[config.mk]
export PLATFORM = sky130hd
export DESIGN_NAME = alu_cmd_sequencer_flat
export DESIGN_NICKNAME = d
export VERILOG_FILES = /design/src/rtl/alu_if_pkg.sv /design/src/rtl/alu_cmd_sequencer_if.sv /design/src/rtl/seq_result_ram.sv /design/src/rtl/alu_cmd_sequencer.sv /design/src/flat_wrapper.sv
export SDC_FILE = /design/constraint.sdc
export NUM_CORES = 1
export LEC_CHECK = 0
export CORE_UTILIZATION = 54
export DETAILED_ROUTE_END_ITERATION = 6
export GPL_TIMING_DRIVEN = 0
export PLACE_DENSITY_LB_ADDON = 0.15
export SYNTH_ARGS = -nofsm -noshare
export SYNTH_HDL_FRONTEND = slang
export SYNTH_SLANG_ARGS = --single-unit
export TNS_END_PERCENT = 30
[constraint.sdc]
create_clock -name clk -period 8.01 [get_ports clk]
set_clock_uncertainty 0.15 [all_clocks]
set_input_delay 1.602 -clock clk [delete_from_list [all_inputs] [get_ports clk]]
set_output_delay 1.602 -clock clk [all_outputs]
set_load 0.005 [all_outputs]
[src/rtl/alu_if_pkg.sv]
// Shared definitions for the ALU command interface: widths, flag bit
// positions, the halt sentinel and the sequencer state encoding.
package alu_if_pkg;

    localparam int CMD_W  = 12;
    localparam int DATA_W = 32;

    // Bit positions inside the 4-bit {O,C,Z,N} flag word
    localparam int FLAG_O = 3;
    localparam int FLAG_C = 2;
    localparam int FLAG_Z = 1;
    localparam int FLAG_N = 0;

    localparam logic [CMD_W-1:0] HALT_CMD = 12'hFFF;

    typedef enum logic [2:0] {
        S_IDLE,
        S_FETCH,
        S_ISSUE,
        S_WAIT,
        S_CAPTURE,
        S_FINISH
    } seq_state_t;

endpackage

[src/rtl/alu_cmd_sequencer_if.sv]
// Command/result link between the sequencer (master) and the
// controller + ALU datapath (slave).
interface alu_cmd_if;
    import alu_if_pkg::*;

    logic [CMD_W-1:0]  cmd_out;
    logic              run;
    logic [DATA_W-1:0] alu_y;
    logic [3:0]        alu_flags;

    modport master (output cmd_out, output run, input alu_y, input alu_flags);
    modport slave  (input cmd_out, input run, output alu_y, output alu_flags);

endinterface

[src/rtl/seq_result_ram.sv]
// Result buffer: DEPTH x W register file, one synchronous write port and
// one asynchronous read port. Contents are deliberately not reset.
module seq_result_ram #(
    parameter int DEPTH = 8,
    parameter int W     = 36
) (
    input  logic                     clk,
    input  logic                     we_i,
    input  logic [$clog2(DEPTH)-1:0] waddr_i,
    input  logic [W-1:0]             wdata_i,
    input  logic [$clog2(DEPTH)-1:0] raddr_i,
    output logic [W-1:0]             rdata_o
);

    logic [W-1:0] mem_q [DEPTH];

    // Store a captured result word
    always_ff @(posedge clk) begin
        if (we_i) begin
            mem_q[waddr_i] <= wdata_i;
        end
    end

    assign rdata_o = mem_q[raddr_i];

endmodule

[src/rtl/alu_cmd_sequencer.sv]
// Issuing side of the ALU command interface: steps through a small program
// of commands, pulses run once per command, waits the ALU latency and
// captures y/flags into the result buffer.
module alu_cmd_sequencer #(
    parameter int                          CMD_W    = alu_if_pkg::CMD_W,
    parameter int                          DATA_W   = alu_if_pkg::DATA_W,
    parameter int                          DEPTH    = 8,
    parameter int                          ALU_LAT  = 2,
    parameter logic [alu_if_pkg::CMD_W-1:0] HALT_CMD = alu_if_pkg::HALT_CMD
) (
    input  logic                       clk,
    input  logic                       rst,
    input  logic                       ld_en,
    input  logic [$clog2(DEPTH)-1:0]   ld_addr,
    input  logic [CMD_W-1:0]           ld_cmd,
    input  logic                       start,
    alu_cmd_if.master                  alu,
    output logic                       busy,
    output logic                       done,
    output logic [$clog2(DEPTH):0]     n_exec,
    input  logic [$clog2(DEPTH)-1:0]   rd_addr,
    output logic [DATA_W-1:0]          rd_y,
    output logic [3:0]                 rd_flags
);
    import alu_if_pkg::*;

    localparam int         AW     = $clog2(DEPTH);
    localparam logic [3:0] LAT_M1 = 4'(ALU_LAT - 1);

    seq_state_t         state_q;
    logic [CMD_W-1:0]   cmd_q;
    logic               run_q;
    logic               busy_q;
    logic               done_q;
    logic [AW:0]        n_exec_q;
    logic [AW-1:0]      pc_q;
    logic [3:0]         cnt_q;

    logic [CMD_W-1:0]   prog_q [DEPTH];
    logic [CMD_W-1:0]   fetch_cmd_d;
    logic               cap_we_d;
    logic [DATA_W+3:0]  rd_word;

    // Program store: host writes are only honoured while the sequencer is idle
    always_ff @(posedge clk) begin
        if (ld_en && !busy_q) begin
            prog_q[ld_addr] <= ld_cmd;
        end
    end

    assign fetch_cmd_d = prog_q[pc_q];
    assign cap_we_d    = (state_q == S_CAPTURE);

    // Sequencer FSM with registered run/done/busy/cmd outputs
    always_ff @(posedge clk or posedge rst) begin
        if (rst) begin
            state_q  <= S_IDLE;
            cmd_q    <= '0;
            run_q    <= 1'b0;
            busy_q   <= 1'b0;
            done_q   <= 1'b0;
            n_exec_q <= '0;
            pc_q     <= '0;
            cnt_q    <= '0;
        end else begin
            run_q  <= 1'b0;
            done_q <= 1'b0;
            case (state_q)
                S_IDLE: begin
                    if (start) begin
                        pc_q     <= '0;
                        n_exec_q <= '0;
                        busy_q   <= 1'b1;
                        state_q  <= S_FETCH;
                    end
                end
                S_FETCH: begin
                    if (fetch_cmd_d == HALT_CMD) begin
                        done_q  <= 1'b1;
                        state_q <= S_FINISH;
                    end else begin
                        cmd_q   <= fetch_cmd_d;
                        run_q   <= 1'b1;
                        state_q <= S_ISSUE;
                    end
                end
                S_ISSUE: begin
                    cnt_q   <= LAT_M1;
                    state_q <= S_WAIT;
                end
                S_WAIT: begin
                    // Counter starts at ALU_LAT-1, so WAIT lasts ALU_LAT cycles
                    if (cnt_q == 4'd0) begin
                        state_q <= S_CAPTURE;
                    end else begin
                        cnt_q <= cnt_q - 4'd1;
                    end
                end
                S_CAPTURE: begin
                    n_exec_q <= n_exec_q + (AW+1)'(1);
                    // Last slot ends the program; pc never wraps back to 0
                    if (pc_q == AW'(DEPTH - 1)) begin
                        done_q  <= 1'b1;
                        state_q <= S_FINISH;
                    end else begin
                        pc_q    <= pc_q + AW'(1);
                        state_q <= S_FETCH;
                    end
                end
                S_FINISH: begin
                    busy_q  <= 1'b0;
                    state_q <= S_IDLE;
                end
                default: state_q <= S_IDLE;
            endcase
        end
    end

    seq_result_ram #(
        .DEPTH (DEPTH),
        .W     (DATA_W + 4)
    ) u_res (
        .clk     (clk),
        .we_i    (cap_we_d),
        .waddr_i (pc_q),
        .wdata_i ({alu.alu_flags, alu.alu_y}),
        .raddr_i (rd_addr),
        .rdata_o (rd_word)
    );

    assign alu.cmd_out = cmd_q;
    assign alu.run     = run_q;
    assign busy        = busy_q;
    assign done        = done_q;
    assign n_exec      = n_exec_q;
    assign rd_y        = rd_word[DATA_W-1:0];
    assign rd_flags    = rd_word[DATA_W+3:DATA_W];

endmodule

[src/flat_wrapper.sv]
// flat-port wrapper written by rule: the top's interface ports become plain ports
module alu_cmd_sequencer_flat import alu_if_pkg::*;
#(
    parameter int                          CMD_W    = alu_if_pkg::CMD_W,
    parameter int                          DATA_W   = alu_if_pkg::DATA_W,
    parameter int                          DEPTH    = 8,
    parameter int                          ALU_LAT  = 2,
    parameter logic [alu_if_pkg::CMD_W-1:0] HALT_CMD = alu_if_pkg::HALT_CMD
)
  (clk, rst, ld_en, ld_addr, ld_cmd, start, busy, done, n_exec, rd_addr, rd_y, rd_flags, alu_cmd_out, alu_run, alu_alu_y, alu_alu_flags);
  alu_cmd_if alu_i ();
  input  logic clk;
  input  logic rst;
  input  logic ld_en;
  input  logic [$clog2(DEPTH)-1:0] ld_addr;
  input  logic [CMD_W-1:0] ld_cmd;
  input  logic start;
  output logic busy;
  output logic done;
  output logic [$clog2(DEPTH):0] n_exec;
  input  logic [$clog2(DEPTH)-1:0] rd_addr;
  output logic [DATA_W-1:0] rd_y;
  output logic [3:0] rd_flags;
  output wire logic [$bits(alu_i.cmd_out)-1:0] alu_cmd_out;
  output wire logic [$bits(alu_i.run)-1:0] alu_run;
  input wire logic [$bits(alu_i.alu_y)-1:0] alu_alu_y;
  input wire logic [$bits(alu_i.alu_flags)-1:0] alu_alu_flags;
  assign alu_cmd_out = alu_i.cmd_out;
  assign alu_run = alu_i.run;
  assign alu_i.alu_y = alu_alu_y;
  assign alu_i.alu_flags = alu_alu_flags;
  alu_cmd_sequencer #(.CMD_W(CMD_W), .DATA_W(DATA_W), .DEPTH(DEPTH), .ALU_LAT(ALU_LAT), .HALT_CMD(HALT_CMD)) u_core (.clk(clk), .rst(rst), .ld_en(ld_en), .ld_addr(ld_addr), .ld_cmd(ld_cmd), .start(start), .alu(alu_i), .busy(busy), .done(done), .n_exec(n_exec), .rd_addr(rd_addr), .rd_y(rd_y), .rd_flags(rd_flags));
endmodule
=== After elaboration in Yosys (flattened, before gate mapping) ===
Memories as Yosys holds them, arrays and structs flattened.
Index checks and enable logic that the tools add are counted.

* Bits in writable memories: 384
* Bits in registers: 29
* Memories kept: 2
* Input bits: 58
* Output and inout port bits: 55

{| class="wikitable"
|+ Memory list
! memory !! words !! bits a word !! read ports !! clocked after memory_dff !! wr ports !! line !! RTL
|-
| u_core.u_res.mem_q || 8 || 36 || 1 || 0 || 1 || seq_result_ram.sv:15 || <nowiki>logic [W-1:0] mem_q [DEPTH];</nowiki>
|-
| u_core.prog_q || 8 || 12 || 1 || 0 || 1 || alu_cmd_sequencer.sv:39 || <nowiki>logic [CMD_W-1:0] prog_q [DEPTH];</nowiki>
|}

* Equality and inequality tests: 11
* Add/sub/neg operators: 3
* Bitwise operators: 1
* Reductions and logical operators: 13
* Mux-type cells: 23

{| class="wikitable"
|+ Operator list
! kind !! count
|-
| 3-bit two-way mux || 6
|-
| 4-bit one-hot mux with 2 select lines || 2
|-
| 3-bit one-hot mux with 5 select lines || 1
|-
| 12-bit == test, second input constant || 1
|-
| 2-bit AND reduction || 5
|-
| 3-bit == test, second input constant || 3
|-
| 1-bit two-way mux || 9
|-
| 4-bit two-way mux || 2
|-
| 3-bit by 2-bit == test with 1-bit output, second input constant || 2
|-
| 2-bit != test, second input constant || 3
|-
| 3-bit one-hot mux with 2 select lines || 1
|-
| 2-bit nonzero test || 3
|-
| 4-bit by 1-bit adder with 4-bit output, second input constant || 1
|-
| 4-bit zero test || 1
|-
| 1-bit one-hot mux with 2 select lines || 2
|-
| 4-bit by 1-bit subtractor with 4-bit output, second input constant || 1
|-
| 3-bit by 1-bit adder with 3-bit output, second input constant || 1
|-
| 3-bit by 1-bit == test with 1-bit output, second input constant || 1
|-
| 3-bit zero test || 1
|-
| 3-bit AND reduction || 1
|-
| 2-bit by 1-bit != test with 1-bit output, second input constant || 1
|-
| 1-bit logical AND || 1
|-
| 1-bit zero test || 1
|-
| 1-bit NOT || 1
|}

=== Longest topological paths before layout ===
* Depth after elaboration: 4
* Mapped depth: 9
* Depth with buffers taken out: 6

=== By module ===
Synthesis repeated with hierarchy kept, for this count alone.

* Cells, all modules: 710
* Area, all modules: 16146.7 sq um

{| class="wikitable"
|+ By module, submodules not included
! module !! cells each !! seq. area each (sq um) !! times used !! area an instance (sq um)
|-
| seq_result_ram || 429 || 8648.3 || 1 || 11141.9
|-
| alu_cmd_sequencer || 281 || 3608.5 || 1 || 5004.8
|}

=== Worst setup path before layout ===
No wires, ideal clock.

* Kind: input to output
* From: input rd_addr[0]
* To: output rd_flags[0]
* Required time: 6258 ps
* Arrival time: 2990 ps
* Setup slack: 3268 ps
* Stages on the path: 4
* Path through: clkbuf_1 buf_2 mux4_2 mux2_2

* Word-level cells in the longest chain between the ends: 1

{| class="wikitable"
|+ Ends and longest elaborated chain
! element !! line !! RTL
|-
| from (decl) || flat_wrapper.sv:21 || <nowiki>input logic [$clog2(DEPTH)-1:0] rd_addr;</nowiki>
|-
| memory 8 x 36 bit || n/a ||
|-
| to (decl) || flat_wrapper.sv:23 || <nowiki>output logic [3:0] rd_flags;</nowiki>
|}

No other way between the ends.

=== Final worst setup path ===
* From: input rd_addr[1]
* To: output rd_y[28]

* Word-level cells in the longest chain between the ends: 1

{| class="wikitable"
|+ Ends and longest elaborated chain
! element !! line !! RTL
|-
| memory 8 x 36 bit || n/a ||
|-
| to (decl) || flat_wrapper.sv:22 || <nowiki>output logic [DATA_W-1:0] rd_y;</nowiki>
|}

No other way between the ends.

==> flow_summary.json <==
{
  "status": "finished clean",
  "grt_usage_pct": 21.3,
  "holdBufCountCts": 0,
  "power_frac_seq_pct": 48.5,
  "timing.hold.ws_ns": 0.357,
  "synth_area_per_cell_sq_um": 21.4,
  "core_area_sq_mm": 0.0289,
  "critPathMaxFanout": 10,
  "hpwl_mm": 20.1,
  "io_pins": 113,
  "final_nets": 981,
  "min_period_over_period_pct": 69.8,
  "wl_per_cell_um": 23.7,
  "synth_area_leaders": "edfxtp_1, mux4_2, dfrtp_1",
  "synth.distinct_cells": 39,
  "ctsRootBufferMaster": "clkbuf_16",
  "final_util_pct": 66.6,
  "finalCriticalPeriod_ns": 5.59,
  "cp_data_arrival_time_ns": 3.84,
  "postSynthCellCount": 748,
  "relSlewSlack_pct": 6.09,
  "power.switching_mw": 1.24,
  "drive_gt1_share_pct": 24.8,
  "antenna_left": 0,
  "clkPwrFrac_pct": 36.2,
  "pwr-share-comb_pct": 15.3,
  "path_buf_inv": 3,
  "grt_antenna_before_repair": 2,
  "cp-start-kind": "input pin",
  "cts_tree": "done",
  "yosys_warnings": 0,
  "firstDrtPassIters": 5,
  "crit_type": "input pin to output pin",
  "max_stage_delay_ns": 0.64,
  "htree_levels": 2,
  "path_clk_slew_ns": 0.06,
  "remaining_drc_errors": 0,
  "maxCapViolCount": 0,
  "via_per_inst": 5.85,
  "port_buffers": 109,
  "hold_viol": 0,
  "hold_path.class": "flop to flop",
  "tns_ns": 0,
  "slowest_stage": "clkbuf_1",
  "netlist_area_sq_mm": 0.0160,
  "synth_nets": 811,
  "syn_to_final_growth_pct": 20.3,
  "vias": 7821,
  "max_freq_mhz": 179,
  "power_density_mw_per_mm2": 272,
  "crit_path_cell_trace": "clkbuf_1, clkbuf_1, mux4_2, mux2_2, clkdlybuf4s50_1",
  "ys_seq_area_share_pct": 76.5,
  "grt_overflow": 0,
  "grt_pass1_vias": 8264,
  "placed_cell_area_sq_mm": 0.0179,
  "grt_pass1_wl_mm": 48.2,
  "die_w_um": 174,
  "endpoint_kind": "output pin",
  "synth.largest_area_cell": "edfxtp_1",
  "die_h_um": 174,
  "p_leak_nw": 6.32,
  "path_delay_family": "buffers and inverters",
  "synth_enable_flop_cells": 384,
  "required_ns": 6.26,
  "setup_viol": 0,
  "cts_buffer_depth": 3,
  "cell_internal_pwr_mw": 3.99,
  "routed_wl_mm": 31.7,
  "rsz0062_at_grt": "no",
  "synth-seq-cells": 413,
  "cts.repair.resized": 0,
  "ys_async_sr_fraction_pct": 7.02,
  "fin_area_sq_mm": 0.0193,
  "ir_drop_mv": 0.200,
  "clock-sinks": 413,
  "tightest_slew_ns": 1.40,
  "grt_max_degree": 30,
  "start_util_pct": 55.4,
  "rows": 62,
  "globalplace.congestion": 0.790,
  "swShare_pct": 23.8,
  "dieArea_sq_mm": 0.0304,
  "drv_slew": 0,
  "drt_first_iter_violations": 587,
  "synth_top_area_share_pct": 72.0,
  "numCtsBuffers": 41,
  "ys.flop_type": "edfxtp_1",
  "clock_latency_ns": 0.52,
  "path_common_cell": "clkbuf_1",
  "cts_setup_buffers": 0
}
-- kinds of logic (layout without fill, tap and decap cells) --
family / after synthesis / after routing / synth area share, %
buffers and inverters: 53 / 256 / 1.55
XOR/XNOR: 2 / 2 / 0.109
flip-flops: 413 / 413 / 76.5
AO/OA/AOI/OAI: 47 / 47 / 1.79
multiplexers: 144 / 144 / 17.0
adder cells (fa/ha/maj): 5 / 5 / 0.391
AND/OR/NAND/NOR: 84 / 84 / 2.61
other: 0 / 1 / 0
-- metrics by stage --
step / setup slack, ns / cells / power [mW]
after floorplan: 3.27 / 748 / 3.04
after CTS: 2.36 / 1333 / 5.27
after global routing: 2.31 / 1335 / 5.42
final: 2.42 / 1336 / 5.23
after global placement: 1.17 / 1241 / 3.33
after detailed placement: 2.32 / 1257 / 3.38
-- power by group through the flow --
| stage | clock (mW) | combinational, mW | sequential, mW |
|---|---|---|---|
| 5_1_grt | 2.01 | 0.871 | 2.55 |
| 2_1_floorplan | 0 | 0.471 | 2.57 |
| 6_report | 1.89 | 0.802 | 2.54 |
| 3_3_place_gp | 0 | 0.750 | 2.58 |
| 3_5_place_dp | 0 | 0.803 | 2.58 |
| 4_1_cts | 1.93 | 0.810 | 2.54 |
-- area by class of cell --
class                   count  area [sq um]
diodes                      1          2.50
clock buffers              54          1140
well taps                 384           480
inverters                  16          60.1
clock inverters            22           208
fillers                  1864          9660
multi-input cells         282          3580
repair buffers            127          1360
flip-flops and latches    413         12300
plain buffers              37           189
-- synthesized netlist by cell type, types with 2 or more instances --
cell and n:
a211oi_1 2, a21oi_1 4, a22o_1 2, a22oi_1 2, a31o_2 2, a31oi_1 13, buf_1 2, buf_2 13
buf_6 3, clkbuf_1 18, dfrtp_1 29, edfxtp_1 384, ha_1 5, inv_1 16, mux2_2 37, mux2i_1 11
mux4_1 10, mux4_2 86, nand2_1 28, nand2b_1 10, nand3_1 5, nand3b_1 2, nor2_1 21, nor3_1 9
o21ai_0 18, or4_4 2, xor2_1 2
-- layer usage --
layer	GRT usage [%]	up-vias	wire, um	part of all wire (%)
met4	5.63	2	575	1.8
met5	0	-	11	0.035
met1	28.6	4119	13000	41
met2	36.7	223	16600	52
met3	3.28	43	1480	4.7
li1	-	3434	-	-
-- final timing paths --
path	startpoint	end	slack, ns	cells past startpoint
min	u_core.cnt_q[0]	u_core.cnt_q[0]	0.36	1
min reg2reg	u_core.cnt_q[0]	u_core.cnt_q[0]	0.36	1
max reg2reg	u_core.state_q[2]	u_core.u_res.mem_q[0][15]	4.73	7
max in group asynchronous	rst	u_core.alu.cmd_out[10]	5.50	2
min in group asynchronous	rst	u_core.pc_q[1]	1.53	2
max	rd_addr[1]	rd_y[28]	2.42	5
-- state kept, by name, indices dropped and copies added, names as in the netlist --
| register | count |
|---|---|
| u_core.done | 1 |
| u_core.alu.run | 1 |
| u_core.prog_q | 96 |
| u_core.n_exec | 4 |
| u_core.u_res.mem_q | 288 |
| u_core.busy | 1 |
| u_core.pc_q | 3 |
| u_core.alu.cmd_out | 12 |
| u_core.state_q | 3 |
| u_core.cnt_q | 4 |
-- cells in the final DEF, fill, tap and decap left out, types with 8 or more instances in the layout --
master / synthesis / routed
edfxtp_1: 384 / 384
clkdlybuf4s50_1: 0 / 109
mux4_2: 86 / 86
clkbuf_16: 0 / 43
mux2_2: 37 / 37
dfrtp_1: 29 / 29
nand2_1: 28 / 28
clkbuf_1: 18 / 27
o21ai_0: 18 / 18
inv_1: 16 / 16
buf_6: 3 / 14
buf_2: 13 / 13
nor2_1: 21 / 13
a31oi_1: 13 / 13
mux2i_1: 11 / 11
nand2b_1: 10 / 10
mux4_1: 10 / 10
clkinv_2: 0 / 8
clkinv_1: 0 / 8
Power figures use the tool's default switching activity.
